--- src/rtl/flash_arb_pkg.sv ---
// Shared types and constants for the flash read arbiter.
package flash_arb_pkg;

  localparam int unsigned FLASH_ADDR_W = 23;
  localparam int unsigned FLASH_DATA_W = 32;
  localparam logic [3:0]  BYTEEN_ALL   = 4'b1111;

  typedef enum logic [1:0] {
    IDLE,
    ISSUE,
    WAIT_DATA,
    RESP
  } arb_state_t;

  typedef logic req_id_t;

endpackage

--- src/rtl/flash_read_arbiter_if.sv ---
// Requester-side and flash-side Avalon-MM read signals of the flash read arbiter.
// slave is the arbiter's view; master is the view of the surrounding system.
interface flash_read_arbiter_if
  import flash_arb_pkg::*;
#(
  parameter int unsigned ADDR_W = FLASH_ADDR_W,
  parameter int unsigned DATA_W = FLASH_DATA_W
);
  logic              req0_read;
  logic [ADDR_W-1:0] req0_address;
  logic              req0_waitrequest;
  logic              req0_readdatavalid;
  logic [DATA_W-1:0] req0_readdata;

  logic              req1_read;
  logic [ADDR_W-1:0] req1_address;
  logic              req1_waitrequest;
  logic              req1_readdatavalid;
  logic [DATA_W-1:0] req1_readdata;

  logic              flash_mem_read;
  logic [ADDR_W-1:0] flash_mem_address;
  logic [3:0]        flash_mem_byteenable;
  logic              flash_mem_waitrequest;
  logic              flash_mem_readdatavalid;
  logic [DATA_W-1:0] flash_mem_readdata;

  modport slave (
    input  req0_read, req0_address, req1_read, req1_address,
    input  flash_mem_waitrequest, flash_mem_readdatavalid, flash_mem_readdata,
    output req0_waitrequest, req0_readdatavalid, req0_readdata,
    output req1_waitrequest, req1_readdatavalid, req1_readdata,
    output flash_mem_read, flash_mem_address, flash_mem_byteenable
  );

  modport master (
    output req0_read, req0_address, req1_read, req1_address,
    output flash_mem_waitrequest, flash_mem_readdatavalid, flash_mem_readdata,
    input  req0_waitrequest, req0_readdatavalid, req0_readdata,
    input  req1_waitrequest, req1_readdatavalid, req1_readdata,
    input  flash_mem_read, flash_mem_address, flash_mem_byteenable
  );

endinterface

--- src/rtl/flash_arb_timeout.sv ---
// Saturating cycle counter; expired is high on the last allowed cycle while enabled.
module flash_arb_timeout #(
  parameter int unsigned TIMEOUT_CYC = 255
) (
  input  logic CLK50MHZ,
  input  logic reset_n,
  input  logic clear,
  input  logic enable,
  output logic expired
);
  localparam int unsigned    CntW    = $clog2(TIMEOUT_CYC + 1);
  localparam logic [CntW-1:0] CntMax  = CntW'(TIMEOUT_CYC);
  localparam logic [CntW-1:0] CntLast = CntW'(TIMEOUT_CYC - 1);

  logic [CntW-1:0] cnt_q;

  always_ff @(posedge CLK50MHZ or negedge reset_n) begin
    if (!reset_n) begin
      cnt_q <= '0;
    end else if (clear) begin
      cnt_q <= '0;
    end else if (enable && (cnt_q != CntMax)) begin
      cnt_q <= cnt_q + 1'b1;
    end
  end

  // Count starts at 0 on the first enabled cycle, so this fires on enabled cycle TIMEOUT_CYC.
  assign expired = enable && (cnt_q >= CntLast);

endmodule

--- src/rtl/flash_read_arbiter.sv ---
// Two-requester arbiter for the shared Avalon-MM flash read port, one read outstanding.
// Define FLASH_ARB_ROUND_ROBIN_EN for round-robin on simultaneous requests (else req0 priority).
module flash_read_arbiter
  import flash_arb_pkg::*;
#(
  parameter int unsigned ADDR_W      = FLASH_ADDR_W,
  parameter int unsigned DATA_W      = FLASH_DATA_W,
  parameter int unsigned TIMEOUT_CYC = 255
) (
  input  logic                CLK50MHZ,
  input  logic                reset_n,
  flash_read_arbiter_if.slave bus,
  output logic                timeout_err,
  output logic                busy
);
  arb_state_t        state_q;
  req_id_t           grant_q;
  req_id_t           winner;
  logic [ADDR_W-1:0] addr_q;
  logic [DATA_W-1:0] rdata0_q;
  logic [DATA_W-1:0] rdata1_q;
  logic [DATA_W-1:0] resp_data;
  logic              valid0_q;
  logic              valid1_q;
  logic              err_q;
  logic              any_req;
  logic              accept;
  logic              expired;
`ifdef FLASH_ARB_ROUND_ROBIN_EN
  req_id_t           rr_last_q;
`endif

  assign any_req   = bus.req0_read | bus.req1_read;
  assign accept    = (state_q == ISSUE) && !bus.flash_mem_waitrequest;
  assign resp_data = bus.flash_mem_readdatavalid ? bus.flash_mem_readdata : '0;

  always_comb begin
`ifdef FLASH_ARB_ROUND_ROBIN_EN
    if (bus.req0_read && bus.req1_read) begin
      winner = ~rr_last_q;
    end else begin
      winner = bus.req1_read;
    end
`else
    winner = ~bus.req0_read;
`endif
  end

  flash_arb_timeout #(
    .TIMEOUT_CYC(TIMEOUT_CYC)
  ) u_timeout (
    .CLK50MHZ(CLK50MHZ),
    .reset_n (reset_n),
    .clear   (accept),
    .enable  (state_q == WAIT_DATA),
    .expired (expired)
  );

  always_ff @(posedge CLK50MHZ or negedge reset_n) begin
    if (!reset_n) begin
      state_q  <= IDLE;
      grant_q  <= 1'b0;
      addr_q   <= '0;
      rdata0_q <= '0;
      rdata1_q <= '0;
      valid0_q <= 1'b0;
      valid1_q <= 1'b0;
      err_q    <= 1'b0;
`ifdef FLASH_ARB_ROUND_ROBIN_EN
      rr_last_q <= 1'b1;
`endif
    end else begin
      valid0_q <= 1'b0;
      valid1_q <= 1'b0;
      err_q    <= 1'b0;
      unique case (state_q)
        IDLE: begin
          if (any_req) begin
            grant_q <= winner;
            addr_q  <= winner ? bus.req1_address : bus.req0_address;
            state_q <= ISSUE;
          end
        end
        ISSUE: begin
          if (accept) state_q <= WAIT_DATA;
        end
        WAIT_DATA: begin
          // Valid data on the expiry cycle takes precedence over the timeout.
          if (bus.flash_mem_readdatavalid || expired) begin
            if (grant_q) rdata1_q <= resp_data;
            else         rdata0_q <= resp_data;
            valid0_q <= ~grant_q;
            valid1_q <= grant_q;
            err_q    <= ~bus.flash_mem_readdatavalid;
            state_q  <= RESP;
          end
        end
        RESP: begin
`ifdef FLASH_ARB_ROUND_ROBIN_EN
          rr_last_q <= grant_q;
`endif
          state_q <= IDLE;
        end
        default: state_q <= IDLE;
      endcase
    end
  end

  assign bus.flash_mem_read       = (state_q == ISSUE);
  assign bus.flash_mem_address    = addr_q;
  assign bus.flash_mem_byteenable = (state_q == ISSUE) ? BYTEEN_ALL : 4'b0000;

  assign bus.req0_waitrequest   = !(accept && (grant_q == 1'b0));
  assign bus.req1_waitrequest   = !(accept && (grant_q == 1'b1));
  assign bus.req0_readdatavalid = valid0_q;
  assign bus.req1_readdatavalid = valid1_q;
  assign bus.req0_readdata      = rdata0_q;
  assign bus.req1_readdata      = rdata1_q;

  assign timeout_err = err_q;
  assign busy        = (state_q != IDLE);

endmodule

--- src/flat_wrapper.sv ---
// flat-port wrapper written by rule: the top's interface ports become plain ports
module flash_read_arbiter_flat import flash_arb_pkg::*;
#(
  parameter int unsigned ADDR_W      = FLASH_ADDR_W,
  parameter int unsigned DATA_W      = FLASH_DATA_W,
  parameter int unsigned TIMEOUT_CYC = 255
)
  (CLK50MHZ, reset_n, timeout_err, busy, bus_req0_read, bus_req0_address, bus_req1_read, bus_req1_address, bus_flash_mem_waitrequest, bus_flash_mem_readdatavalid, bus_flash_mem_readdata, bus_req0_waitrequest, bus_req0_readdatavalid, bus_req0_readdata, bus_req1_waitrequest, bus_req1_readdatavalid, bus_req1_readdata, bus_flash_mem_read, bus_flash_mem_address, bus_flash_mem_byteenable);
  flash_read_arbiter_if #(.ADDR_W(ADDR_W), .DATA_W(DATA_W)) bus_i ();
  input  logic CLK50MHZ;
  input  logic reset_n;
  output logic timeout_err;
  output logic busy;
  input wire logic [$bits(bus_i.req0_read)-1:0] bus_req0_read;
  input wire logic [$bits(bus_i.req0_address)-1:0] bus_req0_address;
  input wire logic [$bits(bus_i.req1_read)-1:0] bus_req1_read;
  input wire logic [$bits(bus_i.req1_address)-1:0] bus_req1_address;
  input wire logic [$bits(bus_i.flash_mem_waitrequest)-1:0] bus_flash_mem_waitrequest;
  input wire logic [$bits(bus_i.flash_mem_readdatavalid)-1:0] bus_flash_mem_readdatavalid;
  input wire logic [$bits(bus_i.flash_mem_readdata)-1:0] bus_flash_mem_readdata;
  output wire logic [$bits(bus_i.req0_waitrequest)-1:0] bus_req0_waitrequest;
  output wire logic [$bits(bus_i.req0_readdatavalid)-1:0] bus_req0_readdatavalid;
  output wire logic [$bits(bus_i.req0_readdata)-1:0] bus_req0_readdata;
  output wire logic [$bits(bus_i.req1_waitrequest)-1:0] bus_req1_waitrequest;
  output wire logic [$bits(bus_i.req1_readdatavalid)-1:0] bus_req1_readdatavalid;
  output wire logic [$bits(bus_i.req1_readdata)-1:0] bus_req1_readdata;
  output wire logic [$bits(bus_i.flash_mem_read)-1:0] bus_flash_mem_read;
  output wire logic [$bits(bus_i.flash_mem_address)-1:0] bus_flash_mem_address;
  output wire logic [$bits(bus_i.flash_mem_byteenable)-1:0] bus_flash_mem_byteenable;
  assign bus_i.req0_read = bus_req0_read;
  assign bus_i.req0_address = bus_req0_address;
  assign bus_i.req1_read = bus_req1_read;
  assign bus_i.req1_address = bus_req1_address;
  assign bus_i.flash_mem_waitrequest = bus_flash_mem_waitrequest;
  assign bus_i.flash_mem_readdatavalid = bus_flash_mem_readdatavalid;
  assign bus_i.flash_mem_readdata = bus_flash_mem_readdata;
  assign bus_req0_waitrequest = bus_i.req0_waitrequest;
  assign bus_req0_readdatavalid = bus_i.req0_readdatavalid;
  assign bus_req0_readdata = bus_i.req0_readdata;
  assign bus_req1_waitrequest = bus_i.req1_waitrequest;
  assign bus_req1_readdatavalid = bus_i.req1_readdatavalid;
  assign bus_req1_readdata = bus_i.req1_readdata;
  assign bus_flash_mem_read = bus_i.flash_mem_read;
  assign bus_flash_mem_address = bus_i.flash_mem_address;
  assign bus_flash_mem_byteenable = bus_i.flash_mem_byteenable;
  flash_read_arbiter #(.ADDR_W(ADDR_W), .DATA_W(DATA_W), .TIMEOUT_CYC(TIMEOUT_CYC)) u_core (.CLK50MHZ(CLK50MHZ), .reset_n(reset_n), .bus(bus_i), .timeout_err(timeout_err), .busy(busy));
endmodule
--- config.mk ---
export PLATFORM = sky130hd
export DESIGN_NAME = flash_read_arbiter_flat
export DESIGN_NICKNAME = d
export VERILOG_FILES = /design/src/rtl/flash_arb_pkg.sv /design/src/rtl/flash_read_arbiter_if.sv /design/src/rtl/flash_arb_timeout.sv /design/src/rtl/flash_read_arbiter.sv /design/src/flat_wrapper.sv
export SDC_FILE = /design/constraint.sdc
export NUM_CORES = 1
export LEC_CHECK = 0
export BUFFER_PORTS_ARGS = -buffer_cell sky130_fd_sc_hd__buf_2
export CORE_ASPECT_RATIO = 0.9
export CORE_MARGIN = 2
export CORE_UTILIZATION = 47
export DETAILED_ROUTE_END_ITERATION = 7
export PLACE_DENSITY = 0.87
export SLEW_MARGIN = 0
export SYNTH_ARGS = -nofsm -noshare
export SYNTH_HDL_FRONTEND = slang
export SYNTH_SLANG_ARGS = --single-unit
--- constraint.sdc ---
create_clock -name CLK50MHZ -period 2.55 [get_ports CLK50MHZ]
set_clock_uncertainty 0.2 [all_clocks]
set_input_delay 0.1275 -clock CLK50MHZ [delete_from_list [all_inputs] [get_ports CLK50MHZ]]
set_output_delay 0.1275 -clock CLK50MHZ [all_outputs]
set_load 0.02 [all_outputs]
==> results.md, run 1 <==
* Routed WL at roughly 13000 um
* Synth warn at 0
* GR peak layer: met2
* Status: finished, final reports clean
* Max-Cap Viols at 0
* GR Util met1 at 0.329
* Fill cells at 562
* Tightest Pin Transition at about 0.66 ns
* Most frequent cells in the layout: buf_2 (180), dfrtp_1 (101), dlygate4sd3_1 (81)
* Root buffer cell: clkbuf_8
* Most common cell after layout, fill and taps aside: buf_2
* Die Ht at 93.2 um
* Worst Path Arrival at roughly 2.0 ns
* CTS Buf Count at 9
* Post-CTS Setup Bufs at 0
* Clk sinks at slightly above 100
* Via count at about 3.8k
* Nets at ~670
* Clock transition at path regs at about 0.10 ns
* Max Fclk at 423 MHz
* Final hold violation count at 0
* Syn Area/Cell at between 10 and 15 sq um
* WHS at 0.0883 ns
* Layout cells sized above 1 at 0.365
* CP startpoint kind: flip-flop
* Reg2Reg Depth at 5
* Worst hold path class: in -> reg
* CP max FO at 8
* Slew headroom at 0.557
* Critical Path RT at roughly 2.2 ns
* Post-synthesis sequential area ratio at 0.608
* Layout area overhead at 47.2%
* RSZ-0062 raised after global routing: false
* Distinct cells, synth at 37
* Final ANT Viol Nets at 0
* Placement row count at 32
* GRT Total Usage at 0.266
* P_leak at approximately 3.2 nW
* Critical R2R Launch: u_core.state_q[0]$_DFFE_PN0P_
* Pwr per Cell Area at approximately 1100 nW/um^2
* Hold-critical path depth at 5
* Syn Inst Count at about 330
* Largest net degree at the start of global routing at 52
* Core area at 8570 sq um
* Initial antenna violation count at 0
* Final core occ at 0.714
* Synth Register Bits at roughly 100
* DRT Pass-1 Iters at 4
* Synth area leader: dfrtp_1
* Reg2reg setup slack at ~0.22 ns
* 1st-iter DRT viols at around 130
* Post-route setup slack at 0.185 ns
* Ports at 182
* Slew Limit Fails at 0
* Remaining DRCs at 0
* First-pass GRT wire length at between 15000 and 20000 um
* Worst hold endpoint: u_core.state_q[0]$_DFFE_PN0P_
* IO Port Bufs at roughly 180
* Area share of the largest cell type after synthesis at 0.608
* Number of global-route vias before repair at approximately 3.9k
* Die W at between 100 and 150 um
* Via density at approximately 5.4
* Pre-CTS WS at between 0.2 and 0.3 ns
* Final min period at around 2.4 ns
* Area contributors post-synth: dfrtp_1 (61%), a22o_1 (13%), mux2i_1 (5.8%)
* CP Capture Type: primary output
* Critical path class: reg -> out
* H-tree depth at 3
* Remaining global-route overflow at 0
* Longest Clk Path Bufs at 2
* Grt met3 use at 0.0725
* Setup tns final at 0 ns
* GRT met2 Usage at 0.459
* Worst Min Path Start: bus_req1_read
* Routability Congestion at about 0.80
* Final setup viols at 0
* Worst skew pair latency at 0.36 ns
* Initial Utilization at 0.485
* N_diodes at 0
* Die area at 9610 sq um
* Hpwl dp at 7550 um
* Post-Syn Area at around 4200 sq um
* VDD IR max at approximately 0.57 mV
* RR Endpoint: u_core.bus.req0_readdata[8]$_DFFE_PN0P_
* Avg WL per Cell at approximately 18 um
* CTS tree: built
* Final worst-path cycle share at 0.927
* Mapped Nets at approximately 420
## cells by family after synthesis
logic type               after synthesis  synth area share
AO/OA/AOI/OAI                        104             0.193
flip-flops                           101             0.608
AND/OR/NAND/NOR                       56            0.0693
buffers and inverters                 36            0.0494
multiplexers                          25            0.0605
adder cells (fa/ha/maj)                5            0.0151
XOR/XNOR                               2           0.00422
## per-stage QoR
stage / power [mW] / cells / area (sq um)
6_report: 6.94 / 708 / 6120
5_1_grt: 7.37 / 708 / 6120
4_1_cts: 6.87 / 708 / 6120
3_5_place_dp: 5.79 / 611 / 5120
3_3_place_gp: 5.65 / 611 / 5120
2_1_floorplan: 4.73 / 329 / 4150
## how the worst max path moves through the flow
stage / from / endpoint / slack, ns
CTS: u_core.state_q[1]$_DFFE_PN0P_ / bus_req1_waitrequest / 0.16
global placement: u_core.state_q[0]$_DFFE_PN0P_ / u_core.bus.req0_readdata[14]$_DFFE_PN0P_ / 0.38
detailed placement: u_core.state_q[0]$_DFFE_PN0P_ / u_core.bus.req0_readdata[2]$_DFFE_PN0P_ / 0.25
finish: u_core.state_q[1]$_DFFE_PN0P_ / bus_req1_waitrequest / 0.18
global route: u_core.state_q[1]$_DFFE_PN0P_ / bus_req1_waitrequest / 0.05
floorplan: u_core.state_q[0]$_DFFE_PN0P_ / u_core.u_timeout.cnt_q[6]$_DFFE_PN0P_ / 0.60
## power breakdown
group	switching, mW	leakage [nW]	internal [mW]	total [mW]
clock network	0.597	0.0894	0.374	0.971
logic	1.95	1.79	1.26	3.21
registers	0.462	1.27	2.30	2.76
total	3.01	3.15	3.93	6.94
## flip-flops by register name (all words and copies together) (netlist names)
register and cells:
u_core.bus.req0_readdata 32, u_core.bus.req1_readdata 32, u_core.bus.flash_mem_address 23, u_core.u_timeout.cnt_q 8, u_core.state_q 2, u_core.bus.req0_readdatavalid 1, u_core.bus.req1_readdatavalid 1, u_core.grant_q 1
u_core.timeout_err 1
## repair_timing
item                                   CTS  global route
endpoints found under the hold margin  139             0
hold buffers                            81             0
gates resized for setup                  0             0
## synth_stat cells
| cell | n |
|---|---|
| o21ai_0 | 29 |
| mux2i_1 | 24 |
| or4b_2 | 1 |
| buf_6 | 6 |
| o31ai_4 | 1 |
| buf_4 | 4 |
| o2111a_1 | 1 |
| a211oi_1 | 1 |
| dfrtp_1 | 101 |
| a31o_2 | 1 |
| a31oi_1 | 1 |
| xnor2_1 | 1 |
| buf_1 | 1 |
| inv_1 | 9 |
| a22oi_1 | 1 |
| and2_1 | 2 |
| a22o_1 | 64 |
| a21oi_1 | 3 |
| o221a_2 | 1 |
| xor2_1 | 1 |
| or3_1 | 1 |
| nor3_1 | 2 |
| nand3_4 | 2 |
| nand2_1 | 26 |
| buf_2 | 8 |
| nand3_1 | 4 |
| nand3_2 | 1 |
| nor2b_1 | 2 |
| o21a_1 | 1 |
| mux2_2 | 1 |
| nor2_1 | 10 |
| nand4_1 | 1 |
| and3_1 | 1 |
| clkbuf_1 | 8 |
| ha_1 | 5 |
| nand2_2 | 1 |
| and4_1 | 2 |
## critical path, stage by stage, from the launching register on
cell and delay [ns]:
dfrtp_1 0.41, inv_1 0.08, ha_1 0.31, inv_1 0.11
nor2_1 0.47, nand2_1 0.12, buf_2 0.18
## layer usage
metal	part of all wire	wire, um
met5	0	0
met2	0.49	6270
met3	0.090	1150
met4	0.015	196
met1	0.40	5070
## final cells by class
type / count / area, sq um / area share
sequential: 101 / 2530 / 0.413
timing repair buffer: 271 / 1800 / 0.294
multi-input combinational: 192 / 1430 / 0.233
tap: 119 / 149 / 0.0243
clock buffer: 10 / 128 / 0.0209
clock inverter: 6 / 53.8 / 0.00880
inverter: 9 / 33.8 / 0.00552
(Power assumes the default switching activity.)
==> run 2: changes to the inputs <==
--- a/config.mk
+++ b/config.mk
@@ -9,6 +9,7 @@
 export CORE_ASPECT_RATIO = 0.9
 export CORE_MARGIN = 2
 export CORE_UTILIZATION = 47
+export CTS_BUF_LIST = sky130_fd_sc_hd__clkbuf_16
 export DETAILED_ROUTE_END_ITERATION = 7
 export PLACE_DENSITY = 0.87
 export SLEW_MARGIN = 0
==> run 2 against run 1 <==
Final cell count increased by 0.14%; critical path depth unchanged; critical path type unchanged; die area unchanged; maximum frequency increased by 1.3%; non-clock buffer count unchanged.
==> results.md, run 2 (synthesis gave the netlist of run 1 again) <==
* Pwr per Cell Area at between 1000 and 1500 nW/um^2
* Fill cells at 555
* Final min period at ~2.3 ns
* Slowest stage delay, CP at 0.48 ns
* First-pass GRT wire length at ~20000 um
* Clk sinks at between 100 and 150
* Setup tns final at 0 ns
* CP max FO at 8
* Clock transition at path regs at ~0.070 ns
* VDD IR max at 0.611 mV
* H-tree depth at 3
* Root buffer cell: clkbuf_16
* Worst skew pair latency at about 0.33 ns
* CTS Buf Count at 9
* Final setup viols at 0
* Remaining global-route overflow at 0
* Layout cells sized above 1 at 0.365
* Final worst-path cycle share at 0.916
* Number of global-route vias before repair at 3913
* CP Launch Point: u_core.state_q[1]$_DFFE_PN0P_
* Placement row count at 32
* Die area at a little under 10000 sq um
* Die Ht at ~93 um
* Die W at between 100 and 150 um
* Avg WL per Cell at approximately 18 um
* Slew headroom at 0.557
* Hpwl dp at roughly 7500 um
* Post-CTS Setup Bufs at 0
* Final ANT Viol Nets at 0
* Max Fclk at 428 MHz
* CP Capture Type: primary output
* Max-Cap Viols at 0
* Worst hold path class: in -> reg
* Slew Limit Fails at 0
* Most frequent cells in the layout: buf_2 (180), dfrtp_1 (101), dlygate4sd3_1 (81)
* Ports at 182
* CP Cell Sequence: inv_1 -> ha_1 -> inv_1 -> nor2_1 -> nand2_1 -> buf_2
* Via count at 3794
* Longest Clk Path Bufs at 2
* Critical R2R Launch: u_core.state_q[0]$_DFFE_PN0P_
* Layout area overhead at 49.7%
* Worst Path Arrival at approximately 2.0 ns
* Hold-critical path depth at 5
* WHS at approximately 0.13 ns
* Nets at about 670
* Critical Path RT at roughly 2.2 ns
* Crit path top cell by count: inv_1
* P_leak at about 3.2 nW
* Initial Utilization at 0.485
* Via density at 5.35
* Critical path class: reg -> out
* RSZ-0062 raised after global routing: false
* CTS tree: built
* Reg2Reg Depth at 5
* Worst Min Path Start: bus_req1_read
* Reg2reg setup slack at about 0.22 ns
* RR Endpoint: u_core.bus.req0_readdata[24]$_DFFE_PN0P_
* Core area at between 8000 and 9000 sq um
* Final hold violation count at 0
* DRT Pass-1 Iters at 4
* IO Port Bufs at between 150 and 200
* GRT Total Usage at 0.265
* Largest net degree at the start of global routing at 52
* Routability Congestion at 0.796
* Worst hold endpoint: u_core.state_q[0]$_DFFE_PN0P_
* CP startpoint kind: flip-flop
* Status: finished, final reports clean
* Most common cell after layout, fill and taps aside: buf_2
* Tightest Pin Transition at about 0.66 ns
* Remaining DRCs at 0
* Routed WL at 12600 um
* 1st-iter DRT viols at 119
* Initial antenna violation count at 0
* CP max stage cell: nor2_1
-- run 2: changes by cell type in the layout (fill, tap and decap cells not counted), sizes merged --
cell / before / now
inv: 12 / 13
clkbuf: 10 / 9
diode: 0 / 1
-- run 2: how the worst max path moves through the flow --
stage	to	slack (ns)
after global routing	u_core.bus.req0_readdata[24]$_DFFE_PN0P_	0.06
after floorplan	u_core.u_timeout.cnt_q[6]$_DFFE_PN0P_	0.60
after detailed placement	u_core.bus.req0_readdata[2]$_DFFE_PN0P_	0.25
final	bus_req1_waitrequest	0.22
after CTS	bus_req1_waitrequest	0.19
after global placement	u_core.bus.req0_readdata[14]$_DFFE_PN0P_	0.38
-- run 2: worst max-delay path, delay by kind of cell (launching register included) --
family | cells | cell delay [ns]
adder cells (fa/ha/maj) | 1 | 0.31
buffers and inverters | 3 | 0.37
flip-flops | 1 | 0.40
AND/OR/NAND/NOR | 2 | 0.60
-- run 2: cell type report --
class | count | area, sq um | area share
Antenna cell | 1 | 2.50 | 0.000402
Clock buffer | 9 | 225 | 0.0362
Clock inverter | 7 | 57.6 | 0.00925
Inverter | 9 | 33.8 | 0.00543
Multi-Input combinational cell | 192 | 1430 | 0.229
Sequential cell | 101 | 2530 | 0.406
Tap cell | 119 | 149 | 0.0239
Timing Repair Buffer | 271 | 1800 | 0.289
-- run 2: per-stage QoR --
stage	setup WS, ns	power (mW)	util	cell area, sq um	std cells
3_3_place_gp	0.383	5.65	0.598	5120	611
4_1_cts	0.190	7.22	0.726	6220	708
6_report	0.215	7.28	0.726	6220	709
2_1_floorplan	0.603	4.73	-	4150	329
5_1_grt	0.0599	7.71	0.726	6220	708
3_5_place_dp	0.251	5.79	0.598	5120	611
-- run 2: timing repair --
action	4_1_cts	5_1_grt
endpoints found under the hold margin	139	0
hold buffers	81	0
gates resized for setup	0	0
-- run 2: report_power, final --
| group | internal [mW] | total, mW | switching [mW] |
|---|---|---|---|
| combinational | 1.26 | 3.21 | 1.95 |
| sequential | 2.30 | 2.76 | 0.462 |
| clock | 0.677 | 1.30 | 0.627 |
-- run 2: routing by layer --
layer,up-vias,share of wire,routed length (um),global-route usage
met2,199,0.50,6320,0.458
met5,-,0,0,0
met4,0,0.014,180,0.0691
met1,1869,0.40,5070,0.334
met3,19,0.079,997,0.0598
li1,1707,-,-,-
